[config.mk]
export PLATFORM = sky130hd
export DESIGN_NAME = philv_trace_unit
export DESIGN_NICKNAME = d
export VERILOG_FILES = /design/src/rtl/philv_trace_pkg.sv /design/src/rtl/philv_trace_ram.sv /design/src/rtl/philv_trace_unit.sv
export SDC_FILE = /design/constraint.sdc
export NUM_CORES = 1
export LEC_CHECK = 0
export ABC_AREA = 0
export BUFFER_PORTS_ARGS = -buffer_cell sky130_fd_sc_hd__buf_2
export CAP_MARGIN = 20
export CORE_UTILIZATION = 30
export CTS_CLUSTER_DIAMETER = 150
export DETAILED_ROUTE_END_ITERATION = 8
export PLACE_DENSITY = 0.48
export SLEW_MARGIN = 20
export SYNTH_ARGS = -nofsm -noshare
export SYNTH_HDL_FRONTEND = slang
export SYNTH_SLANG_ARGS = --single-unit
[constraint.sdc]
create_clock -name clk -period 7.3 [get_ports clk]
set_clock_uncertainty 0.15 [all_clocks]
set_input_delay 0.365 -clock clk [delete_from_list [all_inputs] [get_ports clk]]
set_output_delay 0.365 -clock clk [all_outputs]
set_load 0.05 [all_outputs]
[src/rtl/philv_trace_pkg.sv]
// Shared types for the Philosophy V trace unit.
// States, record layout and record width.
package philv_trace_pkg;

    localparam int TRACE_XLEN    = 32;
    localparam int TRACE_INSTR_W = 32;
    localparam int TRACE_REC_W   = 2*TRACE_XLEN + TRACE_INSTR_W;

    typedef enum logic [1:0] {
        ST_IDLE,
        ST_RUN,
        ST_DONE
    } trace_state_t;

    typedef struct packed {
        logic [TRACE_XLEN-1:0]    pc;
        logic [TRACE_INSTR_W-1:0] instr;
        logic [TRACE_XLEN-1:0]    alu;
    } trace_rec_t;

endpackage

[src/rtl/philv_trace_ram.sv]
// Trace record storage: one sync write port,
// asynchronous read, no reset on the array.
module philv_trace_ram #(
    parameter int DEPTH = 16,
    parameter int W     = 96
) (
    input  logic                     clk,
    input  logic                     we,
    input  logic [$clog2(DEPTH)-1:0] waddr,
    input  logic [W-1:0]             wdata,
    input  logic [$clog2(DEPTH)-1:0] raddr,
    output logic [W-1:0]             rdata
);

    logic [W-1:0] mem [DEPTH];

    // write one record per enabled cycle
    always_ff @(posedge clk) begin
        if (we) mem[waddr] <= wdata;
    end

    assign rdata = mem[raddr];

endmodule

[src/rtl/philv_trace_unit.sv]
// Run-control and trace capture beside philosophy_v_core.
// Optional PC trigger arming: PHILV_TRACE_TRIG_EN.
module philv_trace_unit
    import philv_trace_pkg::*;
#(
    parameter int XLEN  = 32,
    parameter int DEPTH = 16,
    parameter int CYC_W = 16
) (
    input  logic                       clk,
    input  logic                       rstb,
    input  logic                       start,
    input  logic [CYC_W-1:0]           cycle_limit,
    input  logic                       wrap_mode,
    output logic                       core_en,
    input  logic                       tr_valid,
    input  logic [XLEN-1:0]            tr_pc,
    input  logic [31:0]                tr_instr,
    input  logic [XLEN-1:0]            tr_alu,
`ifdef PHILV_TRACE_TRIG_EN
    input  logic [XLEN-1:0]            trig_pc,
`endif
    output logic                       rd_valid,
    input  logic                       rd_ready,
    output logic [2*XLEN+31:0]         rd_data,
    output logic [$clog2(DEPTH+1)-1:0] count,
    output logic                       busy,
    output logic                       done,
    output logic                       ovf
);

    localparam int AW = $clog2(DEPTH);
    localparam int CW = $clog2(DEPTH+1);
    localparam int RW = 2*XLEN + TRACE_INSTR_W;

    trace_state_t   state, state_nxt;
    logic           go, stop, wr, pop, full;
    logic [CYC_W-1:0] cyc, lim;
    logic           wrap;
    logic [AW-1:0]  wptr, rptr;
    logic [CW-1:0]  cnt;
    logic           ovf_q;
    logic [RW-1:0]  rdat;

    assign full = (cnt == CW'(DEPTH));

`ifdef PHILV_TRACE_TRIG_EN
    logic armed;
    logic hit;

    assign hit = tr_valid && (tr_pc == trig_pc);
    assign wr  = (state == ST_RUN) && tr_valid
               && (armed || hit);

    // arm on first trigger PC match, disarm on start
    always_ff @(posedge clk or posedge rstb) begin
        if (rstb)                      armed <= 1'b0;
        else if (go)                   armed <= 1'b0;
        else if (state == ST_RUN && hit) armed <= 1'b1;
    end
`else
    assign wr = (state == ST_RUN) && tr_valid;
`endif

    assign pop = (state == ST_DONE) && (cnt != '0)
               && rd_ready && !start;

    // state register
    always_ff @(posedge clk or posedge rstb) begin
        if (rstb) state <= ST_IDLE;
        else      state <= state_nxt;
    end

    // next state and state-decoded outputs
    always_comb begin
        state_nxt = state;
        go        = 1'b0;
        stop      = 1'b0;
        core_en   = 1'b0;
        busy      = 1'b0;
        done      = 1'b0;
        unique case (state)
            ST_IDLE: begin
                if (start) begin
                    go        = 1'b1;
                    state_nxt = ST_RUN;
                end
            end
            ST_RUN: begin
                core_en = 1'b1;
                busy    = 1'b1;
                stop = ((lim != '0) && (cyc == lim - CYC_W'(1)))
                     || (!wrap && wr && (cnt == CW'(DEPTH-1)));
                if (stop) state_nxt = ST_DONE;
            end
            ST_DONE: begin
                done = 1'b1;
                if (start) begin
                    go        = 1'b1;
                    state_nxt = ST_RUN;
                end
            end
            default: state_nxt = ST_IDLE;
        endcase
    end

    // run config, cycle counter, pointers and occupancy
    always_ff @(posedge clk or posedge rstb) begin
        if (rstb) begin
            cyc   <= '0;
            lim   <= '0;
            wrap  <= 1'b0;
            wptr  <= '0;
            rptr  <= '0;
            cnt   <= '0;
            ovf_q <= 1'b0;
        end else if (go) begin
            cyc   <= '0;
            lim   <= cycle_limit;
            wrap  <= wrap_mode;
            wptr  <= '0;
            rptr  <= '0;
            cnt   <= '0;
            ovf_q <= 1'b0;
        end else if (state == ST_RUN) begin
            cyc <= cyc + CYC_W'(1);
            if (wr) begin
                wptr <= wptr + AW'(1);
                if (full) begin
                    rptr  <= rptr + AW'(1);
                    ovf_q <= 1'b1;
                end else begin
                    cnt <= cnt + CW'(1);
                end
            end
        end else if (pop) begin
            rptr <= rptr + AW'(1);
            cnt  <= cnt - CW'(1);
        end
    end

    philv_trace_ram #(
        .DEPTH (DEPTH),
        .W     (RW)
    ) u_ram (
        .clk   (clk),
        .we    (wr),
        .waddr (wptr),
        .wdata ({tr_pc, tr_instr, tr_alu}),
        .raddr (rptr),
        .rdata (rdat)
    );

    assign rd_valid = (state == ST_DONE) && (cnt != '0);
    assign rd_data  = (cnt != '0) ? rdat : '0;
    assign count    = cnt;
    assign ovf      = ovf_q;

endmodule

# Yosys cells after proc, flatten, opt, wreduce, memory -nomap -nowiden

Memory sizes are Yosys's and may differ from the RTL's.
Index checks and enable logic that the tools add are counted.
Widths: inputs -> output; s select.

Flip-flop bits (word level): 49
Memory bits (writable): 1536
Input port bits: 118
Output and inout bits: 106
Memories kept: 1

Memory list:

| name      | words | width | rd ports | clocked after Yosys merged registers in | wr ports | RTL line              | text |
|---|---|---|---|---|---|---|---|
| u_ram.mem | 16    | 96    | 1        | 0                                       | 1        | philv_trace_ram.sv:15 | `logic [W-1:0] mem [DEPTH];` |

Add/subtract/negate cells: 6
Eq/ne operators: 10
Muxes and demuxes: 29
Reductions and logical operators: 23

Operator list:

| cell                  | count |
|---|---|
| $mux 96               | 1 |
| $mux 16               | 2 |
| $mux 4                | 8 |
| $mux 5                | 5 |
| $add 16x1->16 const B | 1 |
| $eq 16x16->1          | 1 |
| $reduce_bool 16->1    | 1 |
| $sub 16x1->16 const B | 1 |
| $mux 1                | 10 |
| $ne 3x3->1 const B    | 3 |
| $reduce_and 3->1      | 3 |
| $add 4x1->4 const B   | 2 |
| $logic_and 1x1->1     | 7 |
| $reduce_bool 2->1     | 3 |
| $add 5x1->5 const B   | 1 |
| $eq 5x4->1 const B    | 1 |
| $eq 5x5->1 const B    | 1 |
| $reduce_bool 5->1     | 1 |
| $sub 5x1->5 const B   | 1 |
| $mux 2                | 2 |
| $ne 2x1->1 const B    | 2 |
| $pmux 2 s2            | 1 |
| $reduce_and 2->1      | 2 |
| $reduce_bool 3->1     | 1 |
| other kinds (6)       | 7 |

# Longest topological paths before layout

Word-level depth: 7
Depth in mapped cells: 10
Gate-level depth less buffers: 9

# Cells and area by module

Synthesis repeated with hierarchy kept, for this count alone.

Cell total of the unflattened synthesis: 2819
Area total of the unflattened synthesis: 61032.3 um2

By module, submodules not included:

| module           | times used | cells each | area each (um2) |
|---|---|---|---|
| philv_trace_ram  | 1          | 2364       | 57433.8 |
| philv_trace_unit | 1          | 455        | 3598.5 |

# Worst setup path after synthesis

OpenSTA, ideal clock, no wires.

Path kind: flip-flop to flip-flop
Start point: reg state[1]
End point: mem u_ram.mem[4][0] (enable)
Setup time: 0.466 ns
Arrival time: 3.808 ns
Required time: 6.684 ns
Path slack: 2.876 ns
Stages on the path, launching flop included: 8
Path buffers: 1
Clock period less this slack: 4.424 ns
Path through: dfrtp_1 > nand2b_1 > inv_2 > and2_1 > clkbuf_1 > nand2_1 > nor2_1 > and2_1

Longest elaborated chain between the ends: 4

RTL lines:

| element                      | RTL line               | text |
|---|---|---|
| start, declared              | philv_trace_unit.sv:36 | `trace_state_t state, state_nxt;` |
| start signal, assigned       | philv_trace_unit.sv:71 | `else state <= state_nxt;` |
| $eq 2x1->1                   | philv_trace_unit.sv:62 | `assign wr = (state == ST_RUN) && tr_valid;` |
| $logic_and 1x1->1            | philv_trace_unit.sv:62 |  |
| $mux 1                       | philv_trace_ram.sv:19  | `if (we) mem[waddr] <= wdata;` |
| $mux 1 (not written as such) | philv_trace_ram.sv:19  |  |
| end, declared                | philv_trace_ram.sv:15  |  |

No other way between the ends.

# Worst setup path after layout

Start point: reg rptr[0]
End point: out rd_data[39]

Longest elaborated chain between the ends: 2

RTL lines:

| element                | RTL line                | text |
|---|---|---|
| start, declared        | philv_trace_unit.sv:40  | `logic [AW-1:0] wptr, rptr;` |
| start signal, assigned | philv_trace_unit.sv:130 | `rptr <= rptr + AW'(1);` |
| start signal, assigned | philv_trace_unit.sv:137 | `rptr <= rptr + AW'(1);` |
| $mem_v2 16x96          | -                       |  |
| $mux 96                | philv_trace_unit.sv:155 | `assign rd_data = (cnt != '0) ? rdat : '0;` |
| end, declared          | philv_trace_unit.sv:25  | `output logic [2*XLEN+31:0] rd_data,` |

No other way between the ends.

==> results by group <==
Status
  • Outcome: completed

CTS
  • CTS buffer count: 177
  • Clk Latency, worst-skew pair: 0.81 ns
  • CTS H-tree lvls: 4
  • Clk slew on worst S/H paths: 0.06 ns
  • CTS tree: built
  • Clock sink count: ~1600
  • Post-CTS setup buffers: 0
  • Clock tree root buffer cell: clkbuf_16
  • Clk buf depth: 3
  • PostCTS Resize Cnt: 0

Detailed routing
  • DR top layer: met5
  • Met1 wire length: 72.6 mm
  • DR iter-0 viols: 2327
  • Via count: 28200
  • DRT Pass-1 Iters: 5
  • Final ANT Viol Nets: 0
  • # DRC: 0
  • WL met2: approximately 77 mm
  • Via density: 4.81
  • Drt wl/cell: 27.0 um
  • Post-Route WL: 158 mm
  • Met3 wire len: approximately 5.5 mm

GRT
  • Number of global-route vias before repair: 30100
  • Initial antenna violation count: 12
  • Tot GR Track Use: between 15 and 20%
  • Global-route wire length before repair: 226 mm
  • Largest net degree at the start of global routing: approximately 140
  • Total global routing overflow: 0

Logic synthesis
  • Mapped Cells: 2577
  • Syn Area/Cell: 23.7 um2
  • Synth area leader: edfxtp_1
  • Synthesis-stage register bit count: 1585
  • Async set or reset register ratio after synthesis: roughly 3.1%
  • Library cells used by synthesis: 48
  • Ys flop type: edfxtp_1
  • Warnings from Yosys: 0
  • Synth top area cells: edfxtp_1 (75%), mux4_2 (18%), dfrtp_1 (2.0%)
  • Seq/Total Area, Yosys: 77.5%
  • EDFF count, synth: 1536
  • Syn nets: about 2700
  • Post-synth top area share: 75.5%
  • Cell area after synthesis: 61100 um2

Worst setup path
  • Worst-path maximum fanout: 42
  • Critical path's top delay family: multiplexers
  • CP Buf/Inv Count: 2
  • Critical Path RT: 6.78 ns
  • RR Endpoint: u_ram.mem[15][74]
  • Worst r2r path cells: 6
  • Critical path class: reg2out
  • R2R Setup Slk: ~3.6 ns
  • Slowest stage cell, crit path: dfrtp_4
  • Startpoint types: flip-flop
  • Top cell by count, worst path: mux4_2
  • Crit path cell chain: buf_4 -> mux4_2 -> mux4_2 -> nor2b_1 -> buf_2
  • Crit end category: primary output
  • Largest stage delay, worst path: 0.85 ns
  • R2r startpoint: state[1]
  • Crit path DAT: just over 4 ns

Die
  • Die Wd: 453 um
  • Vert. Die Dim: 453 um
  • Row cnt: between 150 and 200
  • Initial core utilization: a little under a third
  • CORE AREA: around 200000 um2
  • I/O Pins: ~220
  • Die area: 205000 um2

Placed design
  • GPL Wtd Cong: 0.698
  • Post-Place Cells: 5392
  • Port Buf Inserts: around 220
  • Dpl hpwl: 75.5 mm

Timing
  • Post-Route Setup TNS: 0 ns
  • Fmax: 0.219 GHz
  • Rel. slew slack: 19.2%
  • Max Slew Vio Count: 0
  • Hold Fails Final Rpt: 0
  • Fin crit period: 4.56 ns
  • Final period util: between 60% and 70%
  • Slew @ Worst Pin: approximately 1.2 ns
  • RSZ-0062 raised after global routing: false
  • Final setup violation count: 0

Final layout
  • Layout cells sized above 1: 32.0%
  • Fillers: 18700
  • Area grow syn2layout: 18.5%
  • Fin cells: ~5900
  • Multi-input gate area: 13100 um2
  • Seq. cell area: 47400 um2
  • Post-layout nets: 3165

Flow run
  • Maxcap violations: 0

Power
  • Leakage: approximately 23 nW
  • VDD IR max: approximately 260 uV
  • Power Dens Cells: 391 nW/um2

Worst hold path
  • Worst min-delay path category: in2async
[synth_stat cells, types with 2 or more instances]
cell       number
edfxtp_1     1536
mux4_2        480
nor2b_1        94
clkbuf_1       68
nand2_1        68
dfrtp_1        49
buf_2          33
nor2_1         30
xor2_1         21
and2_1         18
xnor2_1        18
o21ai_0        17
nand3_1        15
inv_1          14
a21oi_1        13
buf_1          12
ha_1           11
buf_4           9
nand4_1         8
buf_6           7
or3_1           5
a21o_1          4
and3_1          4
nand3b_1        4
nor3_1          4
a31oi_1         3
and2b_1         3
nand2b_1        3
a311oi_1        2
mux2i_1         2
nor3b_1         2
nor4b_1         2
o2111ai_1       2
o22ai_1         2
[registers in the layout (all words and copies together) (netlist names)]
register / flops
count: 5
cyc: 16
lim: 16
ovf: 1
rptr: 4
state: 2
u_ram.mem: 1536
wptr: 4
wrap: 1
[how the worst max path moves through the flow]
| stage | from | end | slack, ns | cells past startpoint |
|---|---|---|---|---|
| after floorplan | state[1] | u_ram.mem[4][0] | 2.88 | 7 |
| after global placement | rptr[0] | rd_data[39] | 3.44 | 5 |
| after detailed placement | rptr[0] | rd_data[4] | 3.46 | 5 |
| after CTS | rptr[0] | rd_data[4] | 2.53 | 5 |
| after global routing | rptr[0] | rd_data[39] | 2.44 | 5 |
| final | rptr[0] | rd_data[39] | 2.74 | 5 |
[logic make-up after synthesis]
group	Yosys count	synth area share, %
AOI/OAI and AO/OA	48	0.485
and+or+nand+nor	267	2.38
muxes	482	17.7
xor gates and xnor gates	39	0.559
adders and majority gates	12	0.258
DFF	1585	77.5
buffers and inverters	144	1.09
[stage by stage]
step | hold WS (ns) | total power [W] | utilization, % | cell area (um2) | worst slack (ns)
final | 0.233 | 0.0283 | 35.8 | 72400 | 2.74
after global routing | 0.240 | 0.0296 | 35.8 | 72400 | 2.44
after CTS | 0.186 | 0.0289 | 35.8 | 72400 | 2.53
after detailed placement | 0.310 | 0.0202 | 32.4 | 65600 | 3.46
after global placement | 0.312 | 0.0202 | 32.4 | 65600 | 3.44
after floorplan | 0.289 | 0.0177 | - | 61100 | 2.88
[timing repair]
action,CTS,global route
hold buffers,136,0
endpoints found under the hold margin,1613,0
setup endpoints to repair,0,0
[layout by cell type, fill, tap and decap left out, drive strengths merged, types with 21 or more instances in the layout]
cell type	instances
edfxtp	1536
mux4	480
buf	272
clkbuf	219
dlygate4sd3	136
nor2b	94
clkinv	78
nand2	68
dfrtp	49
nor2	31
inv	26
xor2	21
[layout make-up]
class	instances	area share (%)
Clock buffer	219	6.36
Tap cell	2672	4.62
Clock inverter	104	1.22
Inverter	15	0.0777
Multi-Input combinational cell	848	18.1
Timing Repair Buffer	408	4.19
Antenna cell	2	0.00691
Sequential cell	1585	65.4
[layer usage]
metal	GRT usage [%]	vias up
met5	0	-
met4	3.99	2
met3	2.42	212
met2	24.9	570
met1	21.6	15500
li1	-	11900
[where the power goes]
part,internal (W),switching [W]
Clock,0.00479,0.00368
Combinational,0.00341,0.00528
Sequential,0.0108,0.000364
Total,0.0190,0.00932
[worst reg2reg max path, stage by stage, from the launching register on]
cell and delay (ns):
dfrtp_1 0.41, nand2b_1 0.33, inv_2 0.23, and2_1 0.35
and3_1 0.29, and2_4 0.65, buf_4 0.86
(Power assumes the default switching activity.)
